### src/rtl/uart_tx_pkg.sv
// Shared types, default timing constants and small helpers for the um245r transmit path.
package uart_tx_pkg;

   typedef enum logic [1:0] {IDLE, SETUP, STROBE, HOLD} tx_state_t;

   localparam int DEF_DEPTH          = 8;
   localparam int DEF_SETUP_CYCLES   = 1;
   localparam int DEF_WR_HIGH_CYCLES = 2;
   localparam int DEF_HOLD_CYCLES    = 1;
   localparam int DEF_LOG            = 0;

   function automatic int max3(input int a, input int b, input int c);
      int m;
      m = a;
      if (b > m) m = b;
      if (c > m) m = c;
      return m;
   endfunction

   function automatic string stateName(input tx_state_t s);
      case (s)
         IDLE:    return "IDLE";
         SETUP:   return "SETUP";
         STROBE:  return "STROBE";
         HOLD:    return "HOLD";
         default: return "???";
      endcase
   endfunction

endpackage

### src/rtl/sync_fifo.sv
// Single-clock FIFO with synchronous reset; full flag is registered alongside the count.
module sync_fifo #(
   parameter int DEPTH = 8,
   parameter int WIDTH = 8
) (
   input  logic                     system_clk,
   input  logic                     reset,
   input  logic                     push,
   input  logic                     pop,
   input  logic [WIDTH-1:0]         wr_data,
   output logic [WIDTH-1:0]         rd_data,
   output logic                     full,
   output logic                     empty,
   output logic [$clog2(DEPTH):0]   count
);

   localparam int AW = $clog2(DEPTH);
   localparam int CW = AW + 1;

   logic [WIDTH-1:0] mem_q [DEPTH];
   logic [AW-1:0]    wr_ptr_q, wr_ptr_d;
   logic [AW-1:0]    rd_ptr_q, rd_ptr_d;
   logic [CW-1:0]    count_q, count_d;
   logic             full_q, full_d;
   logic             push_ok, pop_ok;

   // A push into a full FIFO is still taken when the head leaves in the same cycle.
   assign pop_ok  = pop && (count_q != '0);
   assign push_ok = push && (!full_q || pop_ok);

   always_comb begin
      wr_ptr_d = wr_ptr_q;
      rd_ptr_d = rd_ptr_q;
      count_d  = count_q;
      if (push_ok) wr_ptr_d = wr_ptr_q + AW'(1);
      if (pop_ok)  rd_ptr_d = rd_ptr_q + AW'(1);
      if (push_ok && !pop_ok)      count_d = count_q + CW'(1);
      else if (!push_ok && pop_ok) count_d = count_q - CW'(1);
      full_d = (count_d == CW'(DEPTH));
   end

   always_ff @(posedge system_clk) begin
      if (reset) begin
         wr_ptr_q <= '0;
         rd_ptr_q <= '0;
         count_q  <= '0;
         full_q   <= 1'b0;
      end else begin
         wr_ptr_q <= wr_ptr_d;
         rd_ptr_q <= rd_ptr_d;
         count_q  <= count_d;
         full_q   <= full_d;
      end
   end

   always_ff @(posedge system_clk) begin
      if (push_ok) mem_q[wr_ptr_q] <= wr_data;
   end

   assign rd_data = mem_q[rd_ptr_q];
   assign full    = full_q;
   assign empty   = (count_q == '0);
   assign count   = count_q;

endmodule

### src/rtl/uart_tx_sequencer.sv
// Buffers CPU bytes and strobes them into the um245r FIFO honouring _txe.
// Optional saturating drop counter enabled by defining UART_TX_DROP_CNT_EN.
//
// state  | meaning
// IDLE   | wait for data and _txe low; pop head into uart_d, enable driver
// SETUP  | data driven, WR low, SETUP_CYCLES long
// STROBE | WR high for WR_HIGH_CYCLES; um245r latches on the falling edge
// HOLD   | data held HOLD_CYCLES after WR falls, then driver released
module uart_tx_sequencer
   import uart_tx_pkg::*;
#(
   parameter int DEPTH          = DEF_DEPTH,
   parameter int SETUP_CYCLES   = DEF_SETUP_CYCLES,
   parameter int WR_HIGH_CYCLES = DEF_WR_HIGH_CYCLES,
   parameter int HOLD_CYCLES    = DEF_HOLD_CYCLES,
   parameter int LOG            = DEF_LOG
) (
   input  logic                     system_clk,
   input  logic                     reset,
   input  logic                     wr_req,
   input  logic [7:0]               wr_data,
   input  logic                     _txe,
   output logic [7:0]               uart_d,
   output logic                     uart_d_oe,
   output logic                     uart_wr,
   output logic                     _flag_do,
   output logic [$clog2(DEPTH):0]   fifo_count,
   output logic [7:0]               drop_count
);

   localparam int PW = $clog2(max3(SETUP_CYCLES, WR_HIGH_CYCLES, HOLD_CYCLES)) + 1;
   localparam logic [PW-1:0] SETUP_LD  = PW'(SETUP_CYCLES - 1);
   localparam logic [PW-1:0] STROBE_LD = PW'(WR_HIGH_CYCLES - 1);
   localparam logic [PW-1:0] HOLD_LD   = PW'(HOLD_CYCLES - 1);

   tx_state_t     state_q, state_d;
   logic [PW-1:0] phase_q, phase_d;
   logic          uart_wr_q, uart_wr_d;
   logic          uart_d_oe_q, uart_d_oe_d;
   logic [7:0]    uart_d_q, uart_d_d;

   logic          pop;
   logic          fifo_full, fifo_empty;
   logic [7:0]    fifo_rdata;

   sync_fifo #(.DEPTH(DEPTH), .WIDTH(8)) u_fifo (
      .system_clk (system_clk),
      .reset      (reset),
      .push       (wr_req),
      .pop        (pop),
      .wr_data    (wr_data),
      .rd_data    (fifo_rdata),
      .full       (fifo_full),
      .empty      (fifo_empty),
      .count      (fifo_count)
   );

   // Phase timer loads N-1 on entry and advances when it reaches zero.
   always_comb begin
      pop         = (state_q == IDLE) && !fifo_empty && !_txe;
      state_d     = state_q;
      phase_d     = phase_q;
      uart_wr_d   = uart_wr_q;
      uart_d_oe_d = uart_d_oe_q;
      uart_d_d    = uart_d_q;
      case (state_q)
         IDLE: begin
            if (pop) begin
               state_d     = SETUP;
               phase_d     = SETUP_LD;
               uart_d_d    = fifo_rdata;
               uart_d_oe_d = 1'b1;
            end
         end
         SETUP: begin
            if (phase_q == '0) begin
               state_d   = STROBE;
               phase_d   = STROBE_LD;
               uart_wr_d = 1'b1;
            end else begin
               phase_d = phase_q - PW'(1);
            end
         end
         STROBE: begin
            if (phase_q == '0) begin
               state_d   = HOLD;
               phase_d   = HOLD_LD;
               uart_wr_d = 1'b0;
            end else begin
               phase_d = phase_q - PW'(1);
            end
         end
         HOLD: begin
            if (phase_q == '0) begin
               state_d     = IDLE;
               uart_d_oe_d = 1'b0;
            end else begin
               phase_d = phase_q - PW'(1);
            end
         end
         default: state_d = IDLE;
      endcase
   end

   always_ff @(posedge system_clk) begin
      if (reset) begin
         state_q     <= IDLE;
         phase_q     <= '0;
         uart_wr_q   <= 1'b0;
         uart_d_oe_q <= 1'b0;
         uart_d_q    <= 8'h00;
      end else begin
         state_q     <= state_d;
         phase_q     <= phase_d;
         uart_wr_q   <= uart_wr_d;
         uart_d_oe_q <= uart_d_oe_d;
         uart_d_q    <= uart_d_d;
      end
   end

   assign uart_wr   = uart_wr_q;
   assign uart_d_oe = uart_d_oe_q;
   assign uart_d    = uart_d_q;
   assign _flag_do  = fifo_full;

`ifdef UART_TX_DROP_CNT_EN
   logic [7:0] drop_q, drop_d;

   always_comb begin
      drop_d = drop_q;
      if (wr_req && fifo_full && !pop && (drop_q != 8'hFF)) drop_d = drop_q + 8'd1;
   end

   always_ff @(posedge system_clk) begin
      if (reset) drop_q <= 8'h00;
      else       drop_q <= drop_d;
   end

   assign drop_count = drop_q;
`else
   assign drop_count = 8'h00;
`endif

   always @(posedge system_clk) begin
      if (!reset && wr_req) assert (!$isunknown(wr_data)) else $error("wr_data unknown with wr_req");
      if (!reset) assert (!$isunknown(uart_wr_q)) else $error("uart_wr unknown after reset");
   end

   if (LOG != 0) begin : g_log
      always @(posedge system_clk) begin
         if (!reset) begin
            if (wr_req && (!fifo_full || pop)) $info("push %02h", wr_data);
            if (pop) $info("pop %02h", fifo_rdata);
            if (state_d != state_q) $info("state %s -> %s", stateName(state_q), stateName(state_d));
         end
      end
   end

endmodule

### config.mk
export PLATFORM = sky130hd
export DESIGN_NAME = uart_tx_sequencer
export DESIGN_NICKNAME = d
export VERILOG_FILES = /design/src/rtl/uart_tx_pkg.sv /design/src/rtl/sync_fifo.sv /design/src/rtl/uart_tx_sequencer.sv
export SDC_FILE = /design/constraint.sdc
export NUM_CORES = 1
export LEC_CHECK = 0
export ABC_CLOCK_PERIOD_IN_PS = 2600
export BUFFER_PORTS_ARGS = -buffer_cell sky130_fd_sc_hd__buf_2
export CORE_MARGIN = 3
export CORE_UTILIZATION = 59
export CTS_BUF_LIST = sky130_fd_sc_hd__clkbuf_8
export CTS_CLUSTER_DIAMETER = 80
export DETAILED_ROUTE_END_ITERATION = 12
export PLACE_DENSITY_LB_ADDON = 0.12
export RECOVER_POWER = 100
export SLEW_MARGIN = 15
export SYNTH_ARGS = -nofsm -noshare
export SYNTH_HDL_FRONTEND = slang
export SYNTH_SLANG_ARGS = --single-unit
export TNS_END_PERCENT = 100
### constraint.sdc
create_clock -name system_clk -period 2.6 [get_ports system_clk]
set_input_delay 0.13 -clock system_clk [delete_from_list [all_inputs] [get_ports system_clk]]
set_output_delay 0.13 -clock system_clk [all_outputs]
set_load 0.05 [all_outputs]
==> results.toml <==
[cells_and_area]
drive_gt1_share_pct = 14.8
insertedDiodeCount = 0
nets = 330
fillers = 423
area_growth_pct = 9.39

[setup_path]
required_ps = 2580
crit_arrival_ps = 2360
critPathMaxFanout = 9
startpoint_type = "flip-flop"
path_cells = "inv_1, ha_1, nor3b_4, o21ai_1, nand2b_1, nor3_2"
critical-path-top-delay-family = "simple AND/OR/NAND/NOR gates"
worstSetupPathType = "flip-flop to flip-flop"
crit_path_end_kind = "flip-flop"
critPathMaxStageDelay_ps = 560
path_buf_inv = 1
crit_path_top_delay_cell = "nor3_2"

[outcome]
outcome = "complete, no violations"

[clock_network]
cts_setup_buffers = 0
cts_buffers = 9
ctsHoldBuffers = 0
htree_levels = 3
clock_path_buffers = 2
cts.reportedPaths.clkPinSlew_ps = 90
tritoncts = "yes"
numClockSinks = 89
ctsResizeCount = 0
clk_latency_ps = 350
cts_root_buf = "clkbuf_8"

[floorplan]
core_region_area_mm2 = 0.00613
rows = 28
die_area_mm2 = 0.00755
start_util_pct = 63.0
die_x_um = 86.9
die_h_um = 86.9
ioPinCount = 35

[drt]
via_per_inst = 5.95
ant_nets = 0
drc_errors = 0
drtPass1Iterations = 4
drt-initial-drc-count = 161
vias = 2298
wl_per_cell_um = 18.2
wl_mm = 7.04

[global_routing]
grt_pass1_vias = 2148
grt_pass1_wl_mm = 11.3
grt-ovfl-total = 0
grt_max_degree = 25
antenna_found_initial = 0
grt_util_all_layers_pct = 20.7

[logic_synthesis]
synth-seq-area-share_pct = 62.7
ys_types = 45
synth_edf_count = 64
netlist_instances = 271
syn_avg_cell_area_um2 = 14.3
ys_async_sr_fraction_pct = 0
ys_ff_latch = 89
synthFlopType = "edfxtp_1"
synth_area_mm2 = 0.00386
synth_warnings = 0

[pwr]
ir_worst_vdd_uv = 594
power_density_mw_per_mm2 = 894
leakage_nw = 1.39
power_mw = 3.78

[job]
drv_cap = 0

[timing]
slew_headroom_pct = 55.6
period_needed_ps = 2380
fin_ws_ps = 222
finalCritPeriodShare_pct = 91.5
grt_setup_unrepaired = "no"
hold_viol_final = 0
fin_tns_setup_ps = 0
tightest_slew_ps = 664
fmax_ghz = 0.421
setup_viol = 0
drv_slew = 0
fin_skew_ps = 9.56

[placement]
dp_slack_ps = 267
io_buffers = 26
gp_congestion = 0.935
post-dp-hpwl_mm = 4.80

[min_path]
hold_class = "input pin to flip-flop"
[registers in the layout, indices dropped and copies added, names as in the netlist, 2 cells and up]
register,count
u_fifo.mem_q,64
u_fifo.wr_ptr_q,3
uart_d,8
u_fifo.count,4
phase_q,2
u_fifo.rd_ptr_q,3
state_q,2
[layout make-up]
cell class / count / area [um^2] / share of cell area (%)
multi-input combinational: 157 / 1310 / 31.0
clock buffer: 9 / 124 / 2.93
inverter: 13 / 48.8 / 1.15
tap: 75 / 93.8 / 2.22
sequential: 89 / 2420 / 57.3
clock inverter: 7 / 75.1 / 1.78
timing repair buffer: 36 / 153 / 3.61
[cells in the mapped netlist (all sizes together), types with 2 or more instances]
library cell	instances	area share, %
a2111o	2	0.58
a211o	2	0.45
nor2	15	1.5
nand3	8	1.0
a211oi	12	2.5
edfxtp	64	50
inv	13	1.3
and2	2	0.32
o21ai	11	1.4
mux2i	8	2.1
nor3b	2	0.68
nor2b	2	0.32
dfxtp	25	13
clkbuf	4	0.39
ha	12	3.9
nor3	12	1.6
or4	3	0.58
nand2b	5	0.81
o2111ai	2	0.45
mux4	16	9.3
nand2	8	0.78
a21oi	11	1.4
buf	15	2.6
[power breakdown]
| group | internal, mW | leakage [nW] | switching, mW |
|---|---|---|---|
| Combinational | 0.376 | 0.510 | 0.744 |
| Clock | 0.451 | 0.0943 | 0.488 |
| Sequential | 1.64 | 0.786 | 0.0815 |
| Total | 2.46 | 1.39 | 1.31 |
[cell usage in the layout (no fill, tap or decap), types with 3 or more instances in the layout]
cell type	Yosys	final
nand2_1	8	8
nand3_1	8	8
nand2b_1	5	5
dfxtp_1	25	25
mux4_2	16	16
a21oi_1	11	11
o21ai_0	10	10
mux2i_1	8	8
nor3_1	12	10
inv_6	0	3
edfxtp_1	64	64
a211oi_1	11	12
clkbuf_2	0	5
buf_2	4	3
clkbuf_1	4	26
ha_1	12	12
nor2_1	15	15
inv_1	13	13
conb_1	1	8
or4_1	3	3
clkbuf_8	0	9
[per-stage QoR]
stage | hold WS (ps) | area, um^2 | cells | util, %
after detailed placement | 429 | 4090 | 370 | 66.7
after global routing | 144 | 4230 | 386 | 68.9
after global placement | 412 | 4090 | 370 | 66.7
after floorplan | 208 | 3900 | 278 | -
after CTS | 58.4 | 4290 | 386 | 69.9
final | 149 | 4230 | 386 | 68.9
[path summary, 6_finish.rpt]
kind,slack [ps],endpoint,cells after the start,start
max reg2reg,220,u_fifo.mem_q[0][7],6,u_fifo.count[0]
min,150,u_fifo.mem_q[2][0],1,wr_data[0]
max,220,u_fifo.mem_q[0][7],6,u_fifo.count[0]
min reg2reg,500,uart_d[4],2,uart_d[4]
[metal layers]
metal | vias to the layer above | GRT usage, % | part of all wire, %
met5 | - | 0 | 0
met2 | 68 | 28.8 | 43
met1 | 1134 | 31.9 | 50
met3 | 4 | 5.11 | 6.2
met4 | 0 | 6.80 | 0.78
li1 | 1092 | - | -
[logic make-up (layout without fill, tap and decap cells)]
logic type | Yosys count | after routing | share of synthesized area (%)
AOI/OAI and AO/OA | 48 | 48 | 8.49
xor gates and xnor gates | 2 | 2 | 0.454
adders and majority gates | 12 | 12 | 3.89
buffers and inverters | 32 | 65 | 4.21
DFF | 89 | 89 | 62.7
muxes | 25 | 25 | 11.7
other | 1 | 8 | 0.0971
and+or+nand+nor | 62 | 62 | 8.46
No activity file was read; power rests on OpenSTA's default activity.
